==> src/rtl/disp_pkg.sv <==
// Shared definitions for the seven-segment display arbiter: active-low
// character codes, the blank frame, FSM encoding and grant helpers.
package disp_pkg;

    localparam int NREQ    = 3;
    localparam int FRAME_W = 64;

    // Active-low segment codes, bit order {dp, g, f, e, d, c, b, a}
    localparam logic [7:0] CHAR_BLANK = 8'hFF;
    localparam logic [7:0] CHAR_E     = 8'h86;
    localparam logic [7:0] CHAR_R     = 8'hAF;
    localparam logic [7:0] CHAR_0     = 8'hC0;
    localparam logic [7:0] CHAR_1     = 8'hF9;
    localparam logic [7:0] CHAR_2     = 8'hA4;
    localparam logic [7:0] CHAR_3     = 8'hB0;
    localparam logic [7:0] CHAR_4     = 8'h99;
    localparam logic [7:0] CHAR_5     = 8'h92;
    localparam logic [7:0] CHAR_6     = 8'h82;
    localparam logic [7:0] CHAR_7     = 8'hF8;
    localparam logic [7:0] CHAR_8     = 8'h80;
    localparam logic [7:0] CHAR_9     = 8'h90;

    localparam logic [FRAME_W-1:0] FRAME_BLANK = {8{CHAR_BLANK}};

    typedef enum logic [1:0] {
        ST_IDLE   = 2'd0,
        ST_OWN    = 2'd1,
        ST_LINGER = 2'd2
    } disp_state_t;

    // Isolate the lowest set bit: bit 0 is the highest-priority requester.
    function automatic logic [NREQ-1:0] lowest_onehot(input logic [NREQ-1:0] v);
        return v & (~v + 3'd1);
    endfunction

    // Index of the owner encoded in a one-hot grant (0 when idle).
    function automatic logic [1:0] onehot_idx(input logic [NREQ-1:0] g);
        if (g[1])      return 2'd1;
        else if (g[2]) return 2'd2;
        else           return 2'd0;
    endfunction

endpackage

==> src/rtl/tick_prescaler.sv <==
// Free-running divider producing a one-cycle tick every TICK_DIV clocks.
module tick_prescaler #(
    parameter int TICK_DIV = 100000
) (
    input  logic clk,
    input  logic rst_n,
    output logic tick
);

    localparam int CNT_W = $clog2(TICK_DIV);
    localparam logic [CNT_W-1:0] CNT_LAST = CNT_W'(TICK_DIV - 1);

    logic [CNT_W-1:0] cnt_q;

    // Count 0..TICK_DIV-1 and wrap; the tick marks the wrap cycle.
    always_ff @(posedge clk or negedge rst_n) begin
        if (!rst_n)                 cnt_q <= '0;
        else if (cnt_q == CNT_LAST) cnt_q <= '0;
        else                        cnt_q <= cnt_q + CNT_W'(1);
    end

    assign tick = (cnt_q == CNT_LAST);

endmodule

==> src/rtl/seg_display_arbiter.sv <==
// Grants the shared 8-digit frame to one of three requesters, holds the last
// frame for MIN_HOLD ticks after the owner lets go, and optionally blinks it.
module seg_display_arbiter
    import disp_pkg::*;
#(
    parameter int TICK_DIV    = 100000,
    parameter int MIN_HOLD    = 500,
    parameter int BLINK_TICKS = 250
) (
    input  logic         clk,
    input  logic         rst_n,
    input  logic [2:0]   req,
    input  logic [191:0] req_frame,
    input  logic [2:0]   blink_en,
    output logic [2:0]   gnt,
    output logic [63:0]  frame_out,
    output logic         frame_valid,
    output logic         release_pulse
);

    localparam int HOLD_W  = (MIN_HOLD > 0)    ? $clog2(MIN_HOLD + 1)    : 1;
    localparam int BLINK_W = (BLINK_TICKS > 0) ? $clog2(BLINK_TICKS + 1) : 1;
    localparam logic [HOLD_W-1:0]  HOLD_LOAD  = HOLD_W'(MIN_HOLD);
    localparam logic [BLINK_W-1:0] BLINK_LAST = BLINK_W'(BLINK_TICKS - 1);

    logic               tick;
    disp_state_t        state_q, state_d;
    logic [2:0]         gnt_q, gnt_d, higher;
    logic [HOLD_W-1:0]  hold_q, hold_d;
    logic [BLINK_W-1:0] blink_cnt_q;
    logic               phase_q;
    logic               rel_d, rel_q;
    logic [63:0]        cur_frame, last_frame_q, frame_d, frame_q;
    logic [1:0]         owner_idx;

    tick_prescaler #(.TICK_DIV(TICK_DIV)) u_tick (
        .clk   (clk),
        .rst_n (rst_n),
        .tick  (tick)
    );

    // gnt_q - 1 masks exactly the requesters that outrank the current owner.
    assign higher    = req & (gnt_q - 3'd1);
    assign owner_idx = onehot_idx(gnt_q);

    // Select the live frame of the current owner.
    always_comb begin
        cur_frame = req_frame[63:0];
        case (owner_idx)
            2'd1:    cur_frame = req_frame[127:64];
            2'd2:    cur_frame = req_frame[191:128];
            default: cur_frame = req_frame[63:0];
        endcase
    end

    // Next-state logic: grant, preemption, linger hold and release.
    always_comb begin
        state_d = state_q;
        gnt_d   = gnt_q;
        hold_d  = hold_q;
        rel_d   = 1'b0;
        case (state_q)
            ST_IDLE: begin
                if (|req) begin
                    state_d = ST_OWN;
                    gnt_d   = lowest_onehot(req);
                end
            end
            ST_OWN: begin
                if (|higher) begin
                    gnt_d  = lowest_onehot(higher);
                    hold_d = HOLD_LOAD;
                    rel_d  = 1'b1;
                end else if (!(|(req & gnt_q))) begin
                    state_d = ST_LINGER;
                    hold_d  = HOLD_LOAD;
                end
            end
            ST_LINGER: begin
                if (|higher) begin
                    state_d = ST_OWN;
                    gnt_d   = lowest_onehot(higher);
                    hold_d  = HOLD_LOAD;
                    rel_d   = 1'b1;
                end else if (|(req & gnt_q)) begin
                    state_d = ST_OWN;
                end else if (hold_q == '0) begin
                    rel_d   = 1'b1;
                    gnt_d   = lowest_onehot(req);
                    state_d = (|req) ? ST_OWN : ST_IDLE;
                end else if (tick) begin
                    hold_d = hold_q - HOLD_W'(1);
                end
            end
            default: begin
                state_d = ST_IDLE;
                gnt_d   = '0;
            end
        endcase
    end

    // Output frame: live in OWN, frozen in LINGER, blanked on the off phase.
    always_comb begin
        frame_d = FRAME_BLANK;
        if (state_q == ST_OWN)         frame_d = cur_frame;
        else if (state_q == ST_LINGER) frame_d = last_frame_q;
        if ((|(blink_en & gnt_q)) && phase_q) frame_d = FRAME_BLANK;
    end

    // Control and output registers.
    always_ff @(posedge clk or negedge rst_n) begin
        if (!rst_n) begin
            state_q      <= ST_IDLE;
            gnt_q        <= '0;
            hold_q       <= '0;
            rel_q        <= 1'b0;
            frame_q      <= FRAME_BLANK;
            last_frame_q <= FRAME_BLANK;
        end else begin
            state_q <= state_d;
            gnt_q   <= gnt_d;
            hold_q  <= hold_d;
            rel_q   <= rel_d;
            frame_q <= frame_d;
            if (state_q == ST_OWN) last_frame_q <= cur_frame;
        end
    end

    // Blink phase: restarts visible on every grant change, toggles every BLINK_TICKS ticks.
    always_ff @(posedge clk or negedge rst_n) begin
        if (!rst_n) begin
            blink_cnt_q <= '0;
            phase_q     <= 1'b0;
        end else if (gnt_d != gnt_q) begin
            blink_cnt_q <= '0;
            phase_q     <= 1'b0;
        end else if (tick) begin
            if (blink_cnt_q == BLINK_LAST) begin
                blink_cnt_q <= '0;
                phase_q     <= ~phase_q;
            end else begin
                blink_cnt_q <= blink_cnt_q + BLINK_W'(1);
            end
        end
    end

    assign gnt           = gnt_q;
    assign frame_out     = frame_q;
    assign frame_valid   = |gnt_q;
    assign release_pulse = rel_q;

endmodule

==> config.mk <==
export PLATFORM = sky130hd
export DESIGN_NAME = seg_display_arbiter
export DESIGN_NICKNAME = d
export VERILOG_FILES = /design/src/rtl/disp_pkg.sv /design/src/rtl/tick_prescaler.sv /design/src/rtl/seg_display_arbiter.sv
export SDC_FILE = /design/constraint.sdc
export NUM_CORES = 1
export LEC_CHECK = 0
export BUFFER_PORTS_ARGS = -buffer_cell sky130_fd_sc_hd__buf_4
export CAP_MARGIN = 0
export CORE_MARGIN = 4
export CORE_UTILIZATION = 40
export DETAILED_ROUTE_END_ITERATION = 10
export PLACE_DENSITY_LB_ADDON = 0.3
export RECOVER_POWER = 25
export SLEW_MARGIN = 40
export SYNTH_ARGS = -nofsm -noshare
export SYNTH_HDL_FRONTEND = slang
export SYNTH_SLANG_ARGS = --single-unit
==> constraint.sdc <==
create_clock -name clk -period 3.9 [get_ports clk]
set_input_delay 0.39 -clock clk [delete_from_list [all_inputs] [get_ports clk]]
set_output_delay 0.39 -clock clk [all_outputs]
set_load 0.1 [all_outputs]
==> results of run 1 <==
critical path: cells and delay by family, from the launching register on:
family | cells | cell delay, ns
xor gates and xnor gates | 1 | 0.16
buffers and inverters | 1 | 0.14
AOI/OAI and AO/OA | 3 | 0.88
DFF | 1 | 0.49
and+or+nand+nor | 3 | 1.06
adders and majority gates | 1 | 0.23
cell type report:
type / count / area, µm² / area share, %
multi-input combinational: 538 / 3640 / 32.0
sequential: 169 / 4390 / 38.6
inverter: 78 / 295 / 2.60
clock inverter: 14 / 161 / 1.42
timing repair buffer: 280 / 2110 / 18.5
tap: 275 / 344 / 3.02
clock buffer: 18 / 439 / 3.86
synth_stat cells, types with 3 or more instances:
library cell,number,area share [%]
nand2_1,87,3.8
inv_1,78,3.4
nor4_1,6,0.44
nor3_1,8,0.47
buf_1,8,0.35
dfrtp_1,41,12
nor4b_1,4,0.41
o211ai_1,130,11
buf_2,3,0.18
o31ai_1,4,0.35
a21oi_1,12,0.70
ha_1,11,1.6
nand3_1,11,0.65
o21ai_0,76,4.5
nand4_1,6,0.44
or4_1,7,0.62
xor2_1,6,0.62
nand2b_1,3,0.22
or3_1,9,0.66
mux2i_1,69,8.1
clkbuf_1,50,2.2
nor2_1,32,1.4
nor2b_1,5,0.37
and2_1,3,0.22
xnor2_1,10,1.0
dfstp_2,128,39
state kept, by name, summed over array words and instances (netlist names):
signal / cells
hold_q: 9
last_frame_q: 64
release_pulse: 1
blink_cnt_q: 8
state_q: 2
phase_q: 1
frame_out: 64
gnt: 3
u_tick.cnt_q: 17
power groups by stage:
stage	Sequential (mW)	Clock, mW	Combinational [mW]
floorplan	5.20	0	2.30
global placement	3.12	0	5.51
detailed placement	3.15	0	5.60
CTS	3.12	1.76	5.61
global route	3.19	1.84	5.99
finish	3.11	1.70	5.56
kinds of logic after synthesis:
logic type / after synthesis / share of synthesized area (%)
adder cells (fa/ha/maj): 11 / 1.61
AO/OA/AOI/OAI: 249 / 19.8
buffers and inverters: 140 / 6.29
multiplexers: 69 / 8.10
XOR/XNOR: 16 / 1.64
AND/OR/NAND/NOR: 193 / 11.1
flip-flops: 169 / 51.4
through the flow:
| stage | utilization (%) | setup WS [ns] | hold slack, ns | power, mW |
|---|---|---|---|---|
| 2_1_floorplan | - | 0.262 | 0.0944 | 7.50 |
| 3_3_place_gp | 51.2 | 1.01 | 0.462 | 8.63 |
| 3_5_place_dp | 51.3 | 0.886 | 0.463 | 8.75 |
| 4_1_cts | 54.1 | 0.882 | 0.00834 | 10.5 |
| 5_1_grt | 54.1 | 0.646 | 0.243 | 11.0 |
| 6_report | 54.1 | 0.871 | 0.248 | 10.4 |
worst min path at each step:
stage | startpoint | to | slack, ns | cells past startpoint
CTS | rst_n | release_pulse | 0.008 | 1
global route | req_frame[72] | last_frame_q[8] | 0.24 | 3
detailed placement | rst_n | release_pulse | 0.46 | 1
floorplan | rst_n | blink_cnt_q[0] | 0.09 | 0
finish | req_frame[105] | last_frame_q[41] | 0.25 | 3
global placement | u_tick.cnt_q[0] | u_tick.cnt_q[0] | 0.46 | 1
layer usage:
metal / up-vias / track usage [%]
met5: - / 0
li1: 3487 / -
met3: 32 / 4.19
met4: 0 / 5.30
met2: 233 / 30.3
met1: 3381 / 23.7
==> flow_summary.toml, run 1 <==
[run_status]
status = "finished with violations"
violations = "capacitance limit, slew limit"

[die]
dieHeight_um = 154
rows = 53
io_pins = 269
dieWidth_um = 154
start_util_pct = 40.6
die_area_um2 = 23700
core-area_um2 = 21000

[power_and_ir_drop]
combinationalPowerShare_pct = 53.6
power.net_switching_mw = 5.07
power_frac_seq_pct = 30.0
switching_share_pct = 48.9
intPower_mw = 5.30
p_per_area_nw_per_um2 = 912
clockPowerShare_pct = 16.4
p_leak_nw = 4.89
ir_worst_vdd_uv = 520

[worst_hold_path]
hold_class = "in2reg"

[logic_synthesis]
ys_async_sr_fraction_pct = 100
synth-edff-count = 0
syn_inst = 847
syn-num-nets = 1058
synth.cell_area_um2 = 8530
syn_area_per_cell_um2 = 10.1
synth_flop_cell = "dfstp_2"
synth_seq_cells = 169
synthDistinctLibCells = 58
synth_warnings = 0
ys_seq_area_share_pct = 51.4

[critical_path]
critical_path_class = "reg2reg"
path_cells = "inv_1 > ha_1 > xor2_1 > a211oi_2 > a2bb2oi_2 > o32ai_2 > or3_1 > or4_1 > nand2_1"
arrival_ns = 3.39
crit_fanout = 8
slowest_stage = "a211oi_2"
crit_path_end = "blink_cnt_q[6]"
endpoint_kind = "flop"
r2r_cells = 9
r2r-start = "gnt[0]"
ff2ff_setup_slack_ns = 0.87
worstPathRequired_ns = 4.26
start_kind = "flop"
startpoint = "gnt[0]"
worst_path_largest_cell_delay_ns = 0.53
r2r-end = "blink_cnt_q[6]"

[finish]
nets = 1295
fill_cells = 1886
drive_gt1_share_pct = 41.5
syn_to_final_growth_pct = 33.3
final_area_um2 = 11400
most-common-layout-cells = "buf_4, o211ai_1, dfstp_2"
final_cells = 1372
final_common_cell = "buf_4"
n_antenna_cell = 0

[clock_network]
cts_tree = "yes"
clockBufferDepth = 2
insertion_delay_ns = 0.42
htree_levels = 4
cts_hold_buf = 0
root_buffer = "clkbuf_16"
cts_resized = 0
postCtsSetupBuffers = 0
cts.reportedPaths.clkPinSlew_ns = 0.07
cts_inserted_buffers = 17
cts_sinks = 169

[sta]
min_period_over_period_pct = 77.7
worst_pin_slew_ns = 2.37
rsz0062_at_grt = "false"
finalMaxSlewViolations = 100
slew_headroom_pct = -58.0
fin_skew_ns = 0.0102
period_needed_ns = 3.03
max_freq_mhz = 330
setup_viol = 0
hold_viol = 0
finalSetupTns_ns = 0

[global_route]
grt_max_degree = 100
grt_usage_pct = 18.2
grt_overflow = 0
antenna_found_initial = 0
grt_pass1_vias = 7080
grt_pass1_wl_um = 35400

[drt]
dr_wl_met2_um = 10700
drt-pass1-iter-count = 5
wl_um = 21700
ant_nets = 0
vias = 7133
drc = 0
drt_iter0_markers = 395
routed-wl-met3_um = 1390
viasPerCell = 5.20
wire_per_inst_um = 15.8
drt-met1-wl_um = 9290
highest_layer = "met4"

[placement]
dp_hpwl_um = 15800
placed_cells = 1339
io_buffers = 268
routabilityCongestion = 0.879
postPlaceCellArea_um2 = 10800

[run]
maxCapViolCount = 1
(Power assumes the default switching activity.)
==> inputs of run 2 (changes only) <==
==> constraint.sdc (replaced) <==
create_clock -name clk -period 2.9 [get_ports clk]
set_input_delay 0.29 -clock clk [delete_from_list [all_inputs] [get_ports clk]]
set_output_delay 0.29 -clock clk [all_outputs]
set_load 0.1 [all_outputs]
==> flow_summary.toml, run 2 (synthesis gave the netlist of run 1 again) <==
[run_status]
status = "complete, no violations"

[placement]
dp_hpwl_um = 15500
routabilityCongestion = 0.876
place_ws_ns = 0.105
io_buffers = 268

[die]
dieHeight_um = 154
die_area_um2 = 23700
rows = 53
core-area_um2 = 21000
dieWidth_um = 154
start_util_pct = 40.6
io_pins = 269

[critical_path]
worstPathRequired_ns = 3.25
critical_path_class = "reg2reg"
endpoint_kind = "flop"
start_kind = "flop"
crit_fanout = 8
arrival_ns = 3.13

[clock_network]
clockBufferDepth = 2
htree_levels = 4
postCtsSetupBuffers = 0
cts_sinks = 169
root_buffer = "clkbuf_16"
cts_inserted_buffers = 17
cts.reportedPaths.clkPinSlew_ns = 0.07
cts_tree = "yes"
insertion_delay_ns = 0.42

[power_and_ir_drop]
switching_share_pct = 48.2
ir_worst_vdd_uv = 589
intPower_mw = 7.36
p_per_area_nw_per_um2 = 1230
power_frac_seq_pct = 29.2
clockPowerShare_pct = 17.0
p_leak_nw = 4.97
power.net_switching_mw = 6.86
combinationalPowerShare_pct = 53.9

[run]
maxCapViolCount = 0

[drt]
viasPerCell = 5.10
drc = 0
wire_per_inst_um = 15.4
vias = 7047
ant_nets = 0
drt-pass1-iter-count = 4
drt_iter0_markers = 457
wl_um = 21300

[sta]
setup_viol = 0
hold_viol = 0
rsz0062_at_grt = "false"
hold-worst-slack_ns = 0.143
finalMaxSlewViolations = 0
finalWorstSetupSlack_ns = 0.124
max_freq_mhz = 360
finalSetupTns_ns = 0
slew_headroom_pct = 10.3
fin_skew_ns = 0.00890
min_period_over_period_pct = 95.7
period_needed_ns = 2.78
worst_pin_slew_ns = 1.35

[global_route]
grt_pass1_vias = 6840
antenna_found_initial = 0
grt_usage_pct = 17.7
grt_use_met3_pct = 4.45
grt_max_degree = 97
grt_pass1_wl_um = 34500
gr-usage-met1_pct = 23.5
grt.busiest_layer = "met2"
grt_overflow = 0
grtUsageMet2_pct = 28.6

[finish]
n_antenna_cell = 0
nets = 1306
final_common_cell = "buf_4"
seqCellArea_um2 = 4400
fill_cells = 1878
most-common-layout-cells = "buf_4, o211ai_1, dfstp_2"
multi_input_area_um2 = 3660
drive_gt1_share_pct = 42.0
syn_to_final_growth_pct = 35.3

[worst_hold_path]
hold_class = "in2reg"
[run 2: changes by cell type in the layout (fill, tap and decap cells not counted), moves of 2 or more]
cell	previous run	this run
clkbuf_2	3	1
a21oi_2	3	1
dfrtp_4	1	3
dfrtp_1	40	38
a21oi_1	9	11
clkbuf_1	0	2
clkinv_4	3	1
inv_6	3	5
buf_4	276	285
[run 2: metal layers]
metal | vias up | part of all wire (%)
li1 | 3509 | -
met1 | 3312 | 43
met2 | 199 | 49
met3 | 27 | 6.2
met4 | 0 | 2.1
met5 | - | 0
[run 2: critical path, stage by stage, from the launching register on]
cell     delay, ns
dfrtp_4       0.46
inv_1         0.09
ha_1          0.34
nor2b_1       0.08
or3_1         0.37
a22oi_1       0.20
nand4_1       0.21
or3_1         0.41
or4_1         0.47
nand2_1       0.08
[run 2: final timing paths]
kind,start,to,slack [ns],depth (start not counted)
max,gnt[0],blink_cnt_q[6],0.12,9
min,req_frame[82],last_frame_q[18],0.14,3
max reg2reg,gnt[0],blink_cnt_q[6],0.12,9
min reg2reg,last_frame_q[60],frame_out[60],0.48,2
max in group asynchronous,rst_n,frame_out[45],0.83,3
min in group asynchronous,rst_n,gnt[0],0.47,2
[run 2: area by class of cell]
| class | instances | area share (%) |
|---|---|---|
| multi-input cells | 538 | 31.8 |
| inverters | 78 | 2.56 |
| flip-flops and latches | 169 | 38.1 |
| well taps | 275 | 2.98 |
| clock buffers | 19 | 3.94 |
| repair buffers | 291 | 19.1 |
| clock inverters | 13 | 1.54 |
[run 2: power by group through the flow]
stage	clock (mW)	combinational (mW)	sequential [mW]
after CTS	2.48	7.70	4.16
final	2.41	7.66	4.15
after global routing	2.60	8.27	4.26
after global placement	0	7.58	4.16
after floorplan	0	3.10	7.00
after detailed placement	0	7.68	4.19
[run 2: through the flow]
step	instance area (µm²)	power, mW	utilization, %	instances
2_1_floorplan	8550	10.1	-	847
3_3_place_gp	10900	11.7	51.7	1350
3_5_place_dp	10900	11.9	51.7	1350
4_1_cts	11500	14.3	54.8	1383
5_1_grt	11500	15.1	54.9	1383
6_report	11500	14.2	54.9	1383
[run 2: repair_timing]
item                                    CTS  global route
resized for setup                         0             4
hold buffers                              1             0
endpoints found under the setup margin    0             3
hold endpoints to repair                 41             0
